<file path="src/rtl/seq_watchdog.sv">
// ----------------------------------------------------------------------------
// seq_watchdog
// Per-test watchdog: a saturating cycle counter that never wraps.
// Ports:
//   clk, rstn : clock, asynchronous active-low reset
//   clear     : force the count to zero (has priority over enable)
//   enable    : count one cycle
//   expired   : count has reached TIMEOUT_CYCLES-1
// Parameter: TIMEOUT_CYCLES (>= 2)
// ----------------------------------------------------------------------------
module seq_watchdog #(
    parameter int TIMEOUT_CYCLES = 1000
) (
    input  logic clk,
    input  logic rstn,
    input  logic clear,
    input  logic enable,
    output logic expired
);
    localparam int CNT_W = $clog2(TIMEOUT_CYCLES) + 1;
    localparam logic [CNT_W-1:0] LAST = CNT_W'(TIMEOUT_CYCLES - 1);

    logic [CNT_W-1:0] cnt_q, cnt_d;

    always_comb begin
        // NOTE: every always_comb output gets a default first, so no path
        // leaves it unassigned and no latch is inferred.
        cnt_d = cnt_q;
        if (clear)
            cnt_d = '0;
        else if (enable && (cnt_q != LAST))
            cnt_d = cnt_q + CNT_W'(1);
    end

    always_ff @(posedge clk or negedge rstn) begin
        // NOTE: state registers use non-blocking assignments so every flop
        // samples the pre-edge values of the others.
        if (!rstn) cnt_q <= '0;
        else       cnt_q <= cnt_d;
    end

    assign expired = (cnt_q == LAST);

endmodule

</file>
<file path="config.mk">
export PLATFORM = sky130hd
export DESIGN_NAME = seq_watchdog
export DESIGN_NICKNAME = d
export VERILOG_FILES = /design/src/rtl/seq_watchdog.sv
export SDC_FILE = /design/constraint.sdc
export NUM_CORES = 1
export LEC_CHECK = 0
export ABC_AREA = 1
export ABC_CLOCK_PERIOD_IN_PS = 1230
export BUFFER_PORTS_ARGS = -buffer_cell sky130_fd_sc_hd__buf_2
export CORE_MARGIN = 2
export CORE_UTILIZATION = 51
export DETAILED_ROUTE_END_ITERATION = 16
export PLACE_DENSITY = 0.72
export SLEW_MARGIN = 20
export SYNTH_ARGS = -nofsm -noshare
export SYNTH_HDL_FRONTEND = slang
export SYNTH_SLANG_ARGS = --single-unit
</file>
<file path="constraint.sdc">
create_clock -name clk -period 1.23 [get_ports clk]
set_input_delay 0.0615 -clock clk [delete_from_list [all_inputs] [get_ports clk]]
set_output_delay 0.0615 -clock clk [all_outputs]
set_load 0.1 [all_outputs]
</file>
==> impl_metrics.csv, run 1 <==
group,metric,value,unit
flow_run,cap_violations,0,
clocking,cts_made_buffers,3,
synthesis,synth_top_area_share,36.97,%
global_routing,grt-ovfl-total,0,
synthesis,yosysSeqAreaShare,36.97,%
timing,setup_slack,-0.2860,ns
timing,fin_setup_tns,-2.901,ns
setup_path,reg2reg_depth,11,
clocking,cts-root-buf,"clkbuf_4",
setup_path,worstPathArrival,1.73,ns
timing,drv_slew,0,
routing,dr.first_iter.drc_count,30,
hold_path,min_from,"clear",
placement,dpl.hpwl,1326,µm
cells_and_area,largest_reg_flops,11,
clocking,clk_path_buf_depth,2,
clocking,clock_latency,0.27,ns
timing,setup_viol,12,
placement,place_congestion,0.8796,
setup_path,r2r_start,"cnt_q[0]",
hold_path,hold-path-endpoint,"cnt_q[4]",
synthesis,synth_cell_types,19,
setup_path,worst-setup-path-type,"flop to flop",
cells_and_area,ff_latch_area,275.3,µm²
global_routing,grt_pass1_wl,3222,µm
routing,drtPass1Iterations,4,
clocking,clock-sinks,11,
synthesis,postSynthCellCount,103,
timing,clock_skew,0.001014,ns
routing,drt_wl_total,1997,µm
setup_path,reg2reg_slack,-0.29,ns
synthesis,async_flop_share,100.0,%
clocking,clkTransAtPathRegs,0.07,ns
cells_and_area,synthToLayoutAreaGrowth,39.83,%
clocking,cts_max_level,1,
power,leakagePower,0.5396,nW
routing,vias,817,
setup_path,worst_setup_path_start_kind,"flop",
cells_and_area,top_regs,"cnt_q: 11 flops",
clocking,cts_tree,"done",
hold_path,hold_depth,4,
placement,portBuffers,4,
timing,period_needed,1.516,ns
routing,top_layer_used,"met4",
floorplanning,die_h,42.21,µm
synthesis,synth_ff_type,"dfrtp_1",
timing,max_freq,659.6,MHz
timing,relSlewSlack,79.01,%
setup_path,reg2reg_to,"cnt_q[2]",
floorplanning,dieArea,1781,µm²
global_routing,grt_pass1_vias,745,
global_routing,antenna_found_initial,0,
routing,drc,0,
timing,rsz0062_at_grt,"true",
outcome,status,"complete, but fails checks",
floorplanning,die_x,42.21,µm
synthesis,syn_nets,108,
hold_path,hold_path.class,"input port to flop",
synthesis,synth.ff_latch_count,11,
cells_and_area,largest_register,"cnt_q",
routing,routed-wl-met3,151,µm
routing,met2WireLength,962,µm
timing,period_share,123.3,%
cells_and_area,fillerInstances,89,
synthesis,yosysTopAreaCell,"dfrtp_1",
global_routing,grt_max_degree,13,
floorplanning,num_rows,13,
routing,wirelength_met1,842,µm
timing,finalHoldViolations,0,
cells_and_area,antenna_cells,0,
routing,avgRoutedWirePerCell,13.49,µm
synthesis,synth_edf_count,0,
outcome,violations,"setup timing",
routing,drtAntennaViolNets,0,
power,vdd_drop_max,0.6423,mV
synthesis,syn_area,744.5,µm²
cells_and_area,finalNetCount,139,
synthesis,yosysWarnings,0,
cells_and_area,final_layout_size_suffix_gt1_share,33.08,%
routing,via_per_inst,5.520,
timing,tightest_slew,0.3137,ns
synthesis,syn_area_per_cell,7.228,µm²
placement,dp_slack,-0.2130,ns
global_routing,grt_usage,24.02,%
setup_path,cp.required,1.44,ns
setup_path,cp_max_fo,6,
floorplanning,initial_core_util,55.82,%
setup_path,crit_path_end_kind,"flop",
synthesis,synth.area.top_cells,"dfrtp_1 (37%), nand2_1 (19%), nand4_1 (8.4%), inv_1 (5.5%), nor2_1 (5.0%)",
cells_and_area,final_core_util,78.05,%
cells_and_area,fin_cells,148,
floorplanning,core_area,1334,µm²
floorplanning,io_pins,5,
placement,placedCellCount,139,
power,power_density,687.6,nW/µm²
cells_and_area,multi_input_area,431.7,µm²
routing by layer:
layer | up-vias | global-route usage (%)
met3 | 6 | 4.741
met1 | 380 | 30.83
met5 | - | 0
met4 | 0 | 11.88
met2 | 35 | 38.15
li1 | 396 | -
worst max-delay path, cell delays in order (launching register included):
cell,delay (ns)
dfrtp_1,0.35
ha_2,0.19
nand2_2,0.07
nor2_2,0.10
nand2_2,0.08
nor2_4,0.11
buf_6,0.11
nor2_4,0.04
buf_12,0.14
nor2_4,0.12
nand2_1,0.07
nand2_1,0.07
power by group:
part           switching, mW  internal, mW  total (mW)
registers            0.00334         0.367       0.371
clock network          0.118         0.126       0.244
logic                 0.0577        0.0438       0.102
total                  0.179         0.537       0.716
synthesized netlist by cell type, types with 2 or more instances:
library cell,count
nand3_1,5
nor2_4,2
nand2_2,2
o21ai_0,2
nand4_1,10
inv_1,11
dfrtp_1,11
nor2_1,10
or2_2,2
nand3_2,3
nand2_1,37
cell families (layout without fill, tap and decap cells):
group                      count (synthesis)  in the layout  synth area share [%]
adders and majority gates                  1              1                 1.680
DFF                                       11             11                 36.97
and+or+nand+nor                           73             74                 49.41
buffers and inverters                     13             42                 7.730
AOI/OAI and AO/OA                          4              4                 3.025
xor gates and xnor gates                   1              1                 1.177
per-stage QoR:
stage          hold slack (ns)  area (µm²)  power, mW
2_1_floorplan          -0.2341       749.5     0.4213
3_3_place_gp          -0.05279       929.6     0.4495
3_5_place_dp          -0.05522       929.6     0.4506
4_1_cts                 0.1657        1008     0.7105
5_1_grt                 0.1878        1041     0.7619
6_report                0.1746        1041     0.7158
layout make-up:
| cell class | instances | area share [%] |
|---|---|---|
| inverters | 11 | 3.966 |
| well taps | 15 | 1.803 |
| flip-flops and latches | 11 | 26.44 |
| multi-input cells | 80 | 41.47 |
| clock buffers | 4 | 2.524 |
| repair buffers | 27 | 23.80 |
worst max path at each step:
stage	cells past startpoint	to	start
after floorplan	9	cnt_q[6]	cnt_q[0]
after global placement	9	cnt_q[10]	cnt_q[0]
after detailed placement	9	cnt_q[6]	cnt_q[0]
after CTS	7	expired	cnt_q[1]
after global routing	11	cnt_q[2]	cnt_q[1]
final	11	cnt_q[2]	cnt_q[0]
placed cells by master (no fill, tap or decap):
cell	Yosys	final
o21bai_1	1	1
nor2_2	1	1
nand3_2	3	3
dlygate4sd3_1	0	1
nand2_1	37	36
o21ai_2	0	1
buf_6	1	2
clkbuf_1	0	1
inv_1	11	11
clkbuf_4	0	3
nand4_1	10	10
o21ai_0	2	1
dfrtp_1	11	11
nor2_1	10	10
buf_12	0	2
ha_2	0	1
nor2_4	2	3
buf_4	0	18
or2_2	2	2
nor2_8	1	1
o21ai_1	1	1
nand3_1	5	5
buf_2	1	3
xor2_1	1	1
nand2_2	2	3
clkbuf_16	0	1
repair_timing:
action / 4_1_cts / 5_1_grt
endpoints found under the setup margin: 12 / 12
setup buffers: 2 / 0
endpoints found under the hold margin: 11 / 0
gates cloned: 1 / 1
hold buffers: 1 / 0
pin swaps: 4 / 8
resized for setup: 1 / 3
No activity file was read; power rests on OpenSTA's default activity.
==> run 2, diff against run 1 <==
--- a/config.mk
+++ b/config.mk
@@ -8,8 +8,8 @@
 export ABC_AREA = 1
 export ABC_CLOCK_PERIOD_IN_PS = 1230
 export BUFFER_PORTS_ARGS = -buffer_cell sky130_fd_sc_hd__buf_2
-export CORE_MARGIN = 2
 export CORE_UTILIZATION = 51
+export CTS_CLUSTER_DIAMETER = 100
 export DETAILED_ROUTE_END_ITERATION = 16
 export PLACE_DENSITY = 0.72
 export SLEW_MARGIN = 20
==> constraint.sdc (replaced) <==
create_clock -name clk -period 1.23 [get_ports clk]
set_input_delay 0.0615 -clock clk [delete_from_list [all_inputs] [get_ports clk]]
set_output_delay 0.0615 -clock clk [all_outputs]
set_load 0.005 [all_outputs]
==> run 2 against run 1 <==
The flow still finishes with violations (setup timing). Clock skew rose by 0.0011 ns. Clock-buffer cell count did not move. Critical path depth fell by 1. Cell count rose by 2.0%. Wire length up 4.3%. Flip-flop and latch count is the same. Non-clock buffer count rose by 3. Sequential power barely moved. Worst hold slack got worse by 0.018 ns. Setup slack better by 0.012 ns. Critical endpoint is now cnt_q[1].
==> impl_metrics.csv, run 2 (synthesis results as in run 1) <==
group,metric,value,unit
outcome,status,"complete, but fails checks",
outcome,violations,"setup timing",
floorplanning,dieArea,1616,µm²
clocking,clk_path_buf_depth,2,
cells_and_area,mostFrequentLayoutCell,"nand2_1",
placement,portBuffers,4,
floorplanning,core_area,1334,µm²
global_routing,grt-ovfl-total,0,
placement,dpl.hpwl,1282,µm
timing,fin_setup_tns,-2.666,ns
floorplanning,die_x,40.21,µm
timing,tightest_slew,0.2790,ns
setup_path,worstPathArrival,1.67,ns
placement,placedCellCount,138,
setup_path,worst-setup-path-type,"flop to flop",
cells_and_area,multi_input_area,440.4,µm²
timing,clock_skew,0.002112,ns
routing,avgRoutedWirePerCell,13.79,µm
routing,drc,0,
global_routing,grt_usage,27.84,%
floorplanning,initial_core_util,55.82,%
floorplanning,io_pins,5,
hold_path,hold_path.class,"input port to flop",
clocking,clkTransAtPathRegs,0.07,ns
global_routing,grt_max_degree,13,
global_routing,grt_pass1_vias,625,
timing,period_needed,1.504,ns
setup_path,cp_max_fo,5,
timing,finalHoldViolations,0,
routing,drtAntennaViolNets,0,
timing,drv_slew,0,
cells_and_area,fin_cells,151,
power,p_total,0.7357,mW
setup_path,path_cells,"ha_2 -> nand2_2 -> nor2_2 -> nand2_2 -> nor2_4 -> nor2_4 -> buf_6 -> nor2_8 -> nand2_1 -> nand2_1",
routing,vias,818,
cells_and_area,final_core_util,77.02,%
global_routing,grt_pass1_wl,2870,µm
timing,setup_slack,-0.2739,ns
setup_path,crit_slowest_cell,"dfrtp_1",
floorplanning,die_h,40.21,µm
cells_and_area,top_regs,"cnt_q: 11 flops",
timing,setup_viol,12,
cells_and_area,antenna_cells,0,
cells_and_area,largest_register,"cnt_q",
placement,place_congestion,0.8252,
cells_and_area,synthToLayoutAreaGrowth,37.98,%
clocking,clock_latency,0.28,ns
flow_run,cap_violations,0,
cells_and_area,fillerInstances,85,
setup_path,worst_setup_path_start_kind,"flop",
placement,placed_area,907.1,µm²
power,leakagePower,0.5398,nW
routing,drt_wl_total,2082,µm
clocking,cts_made_buffers,3,
placement,dp_slack,-0.2611,ns
global_routing,antenna_found_initial,0,
power,power_density,716.2,nW/µm²
clocking,cts-root-buf,"clkbuf_4",
cells_and_area,final_cell_mix,"nand2_1 (31), buf_4 (23), inv_1 (11), dfrtp_1 (11)",
cells_and_area,ff_latch_area,275.3,µm²
clocking,cts_tree,"done",
setup_path,cp_slowest_stage_delay,0.40,ns
setup_path,crit_family,"simple AND/OR/NAND/NOR gates",
timing,period_share,122.3,%
timing,fin_hold_ws,0.1568,ns
cells_and_area,largest_reg_flops,11,
cells_and_area,finalInstanceArea,1027,µm²
timing,rsz0062_at_grt,"true",
routing,drtPass1Iterations,4,
timing,relSlewSlack,81.33,%
clocking,clock-sinks,11,
timing,max_freq,664.9,MHz
routing,dr.first_iter.drc_count,45,
routing,via_per_inst,5.417,
cells_and_area,finalNetCount,142,
setup_path,cp.required,1.39,ns
floorplanning,num_rows,13,
cells_and_area,final_layout_size_suffix_gt1_share,37.50,%
clocking,cts_max_level,1,
setup_path,crit_path_end_kind,"flop",
power,vdd_drop_max,0.5794,mV
setup_path,critPathBufInv,1,
## run 2: path summary, 6_finish.rpt
kind | to | cells past startpoint | startpoint | slack (ns)
max in group asynchronous | cnt_q[0] | 2 | rstn | 0.81
min in group asynchronous | cnt_q[8] | 2 | rstn | 0.20
hold / removal | cnt_q[0] | 4 | enable | 0.16
hold reg to reg | cnt_q[9] | 2 | cnt_q[9] | 0.58
setup reg to reg | cnt_q[1] | 10 | cnt_q[1] | -0.27
setup / recovery | cnt_q[1] | 10 | cnt_q[1] | -0.27
## run 2: area by class of cell
class	instances	area share (%)
Clock buffer	4	2.558
Inverter	11	4.019
Multi-Input combinational cell	80	42.87
Sequential cell	11	26.80
Tap cell	15	1.827
Timing Repair Buffer	30	21.92
## run 2: metal layers
metal	vias up	routed length (µm)	GRT usage, %
met1	363	887	37.24
li1	398	-	-
met3	13	152	5.000
met4	0	77	12.50
met5	-	0	0
met2	44	964	43.55
## run 2: worst min-delay path, cell delays in order
cell     delay, ns
buf_2         0.09
o21ai_0       0.07
nand2_1       0.11
o21ai_1       0.07
## run 2: power breakdown
part | leakage, nW | internal, mW | switching, mW
logic | 0.372 | 0.0453 | 0.0596
clock network | 0.0150 | 0.126 | 0.133
registers | 0.152 | 0.367 | 0.00457
## run 2: timing repair
| item | 4_1_cts | 5_1_grt |
|---|---|---|
| setup buffers | 2 | 6 |
| hold buffers | 1 | 0 |
| endpoints found under the setup margin | 12 | 12 |
| hold endpoints to repair | 11 | 0 |
| gates resized for setup | 0 | 7 |
| pin swaps | 13 | 13 |
| cloned | 1 | 0 |
==> run 3, diff against run 2 <==
==> constraint.sdc (replaced) <==
create_clock -name clk -period 1.23 [get_ports clk]
set_input_delay 0.0615 -clock clk [delete_from_list [all_inputs] [get_ports clk]]
set_output_delay 0.0615 -clock clk [all_outputs]
set_load 0.1 [all_outputs]
==> run 3 against run 2 <==
The flow still finishes with violations (setup timing). Clock skew is 0.0031 ns higher. Non-clock buffer count down 3. Maximum frequency is 1.7% lower. Via count shrank 0.24%. First-iteration DRC count up 24%. Setup slack got worse by 0.026 ns. Sequential share of layout area fell by 0.35 points. Power is 1.7% lower. Largest cell class unchanged.
==> impl_metrics.csv, run 3 (synthesis results as in run 1) <==
group,metric,value,unit
routing,drc,0,
timing,max_freq,653.6,MHz
setup_path,worst_setup_path_start_kind,"flop",
cells_and_area,largest_reg_flops,11,
placement,portBuffers,4,
timing,setup_viol,12,
power,combPwrFrac,13.7,%
floorplanning,num_rows,13,
clocking,clock-sinks,11,
cells_and_area,synthToLayoutAreaGrowth,39.83,%
clocking,cts-root-buf,"clkbuf_4",
placement,place_congestion,0.8517,
timing,relSlewSlack,75.99,%
cells_and_area,final_cell_mix,"nand2_1 (32), buf_4 (20), inv_1 (11), dfrtp_1 (11), nand4_1 (10)",
clocking,cts_max_level,1,
global_routing,antenna_found_initial,0,
power,leakagePower,0.5336,nW
timing,rsz0062_at_grt,"true",
setup_path,worstPathArrival,1.47,ns
cells_and_area,top_regs,"cnt_q: 11 flops",
power,p_int,0.5331,mW
clocking,cts_tree,"done",
outcome,status,"complete, but fails checks",
power,power_density,694.5,nW/µm²
floorplanning,io_pins,5,
setup_path,path_cells,"nor2_1 -> nand2_2 -> nor2_4 -> buf_6 -> buf_12",
floorplanning,core_area,1334,µm²
routing,via_per_inst,5.514,
global_routing,grt_pass1_wl,3056,µm
cells_and_area,finalNetCount,139,
placement,placed_area,922.1,µm²
routing,drt_wl_total,2084,µm
timing,finalHoldViolations,0,
floorplanning,dieArea,1616,µm²
timing,period_share,124.4,%
power,p_total,0.7230,mW
timing,period_needed,1.530,ns
routing,vias,816,
hold_path,hold_path.class,"input port to flop",
setup_path,cp.required,1.17,ns
power,power_frac_seq,51.2,%
global_routing,grt_usage,29.34,%
power,p_sw,0.1899,mW
cells_and_area,final_layout_size_suffix_gt1_share,38.35,%
routing,drtPass1Iterations,4,
global_routing,grt-ovfl-total,0,
floorplanning,die_h,40.21,µm
setup_path,crit_path_end_kind,"primary output",
clocking,clk_path_buf_depth,2,
power,swShare,26.27,%
clocking,clkTransAtPathRegs,0.08,ns
timing,setup_slack,-0.3000,ns
cells_and_area,mostFrequentLayoutCell,"nand2_1",
routing,avgRoutedWirePerCell,14.08,µm
setup_path,worst-setup-path-type,"flop to primary output",
cells_and_area,largest_register,"cnt_q",
cells_and_area,finalInstanceArea,1041,µm²
floorplanning,die_x,40.21,µm
setup_path,crit_slowest_cell,"dfrtp_1",
outcome,violations,"setup timing",
setup_path,cp_max_fo,5,
clocking,cts_made_buffers,3,
floorplanning,initial_core_util,55.82,%
setup_path,cp_slowest_stage_delay,0.44,ns
timing,tightest_slew,0.3588,ns
clocking,clock_latency,0.27,ns
routing,drtAntennaViolNets,0,
global_routing,grt_max_degree,13,
power,vdd_drop_max,0.5673,mV
routing,dr.first_iter.drc_count,56,
cells_and_area,antenna_cells,0,
global_routing,grt_pass1_vias,699,
timing,clock_skew,0.005189,ns
power,clock_power_share,35.1,%
placement,dpl.hpwl,1341,µm
flow_run,cap_violations,0,
timing,drv_slew,0,
-- run 3: cell count changes in the layout (fill, tap and decap cells not counted), sizes merged --
cell / delta
buf: -3
-- run 3: worst paths after layout --
kind                           from   endpoint  slack (ns)  cells past startpoint
min reg2reg                cnt_q[9]   cnt_q[9]        0.59                      2
min                          enable   cnt_q[0]        0.15                      4
max                        cnt_q[4]    expired       -0.30                      5
max reg2reg                cnt_q[4]  cnt_q[10]       -0.23                      8
min in group asynchronous      rstn   cnt_q[3]        0.20                      2
max in group asynchronous      rstn   cnt_q[2]        0.82                      2
-- run 3: area by class of cell --
type / instances / area, µm²
Multi-Input combinational cell: 80 / 452.9
Inverter: 11 / 41.29
Tap cell: 15 / 18.77
Clock buffer: 4 / 26.28
Timing Repair Buffer: 27 / 226.5
Fill cell: 85 / 292.8
Sequential cell: 11 / 275.3
-- run 3: power by group through the flow --
stage | clock (mW) | sequential (mW) | combinational (mW)
3_5_place_dp | 0 | 0.378 | 0.0741
3_3_place_gp | 0 | 0.377 | 0.0721
5_1_grt | 0.276 | 0.371 | 0.108
6_report | 0.254 | 0.370 | 0.0988
2_1_floorplan | 0 | 0.380 | 0.0416
4_1_cts | 0.254 | 0.370 | 0.0920
-- run 3: timing repair --
action,4_1_cts,5_1_grt
hold buffers,1,0
setup endpoints to repair,12,12
pin swaps,9,12
hold endpoints to repair,11,0
resized for setup,2,9
gates cloned,1,0
setup buffers,3,2
-- run 3: layer usage --
| layer | part of all wire (%) | wire length (µm) | track usage [%] |
|---|---|---|---|
| met3 | 5.2 | 109 | 6.667 |
| met4 | 0.58 | 12 | 10.00 |
| met2 | 49 | 1021 | 49.60 |
| met5 | 0 | 0 | 0 |
| met1 | 45 | 940 | 36.36 |
-- run 3: stage by stage --
| stage | std cells | hold slack, ns | setup slack (ns) | TNS, ns | utilization (%) |
|---|---|---|---|---|---|
| 6_report | 148 | 0.1464 | -0.3000 | -2.402 | 78.05 |
| 5_1_grt | 148 | 0.1666 | -0.3571 | -3.277 | 78.05 |
| 4_1_cts | 147 | 0.1703 | -0.2817 | -1.898 | 75.80 |
| 3_5_place_dp | 138 | -0.05345 | -0.2136 | -2.093 | 69.14 |
| 3_3_place_gp | 138 | -0.05370 | -0.1814 | -1.701 | 69.14 |
| 2_1_floorplan | 103 | -0.2341 | -0.5872 | -6.013 | - |
-- run 3: worst max-delay path: cells and delay by family (launching register included) --
family / cells / cell delay (ns)
DFF: 1 / 0.44
buffers and inverters: 2 / 0.28
and+or+nand+nor: 3 / 0.48
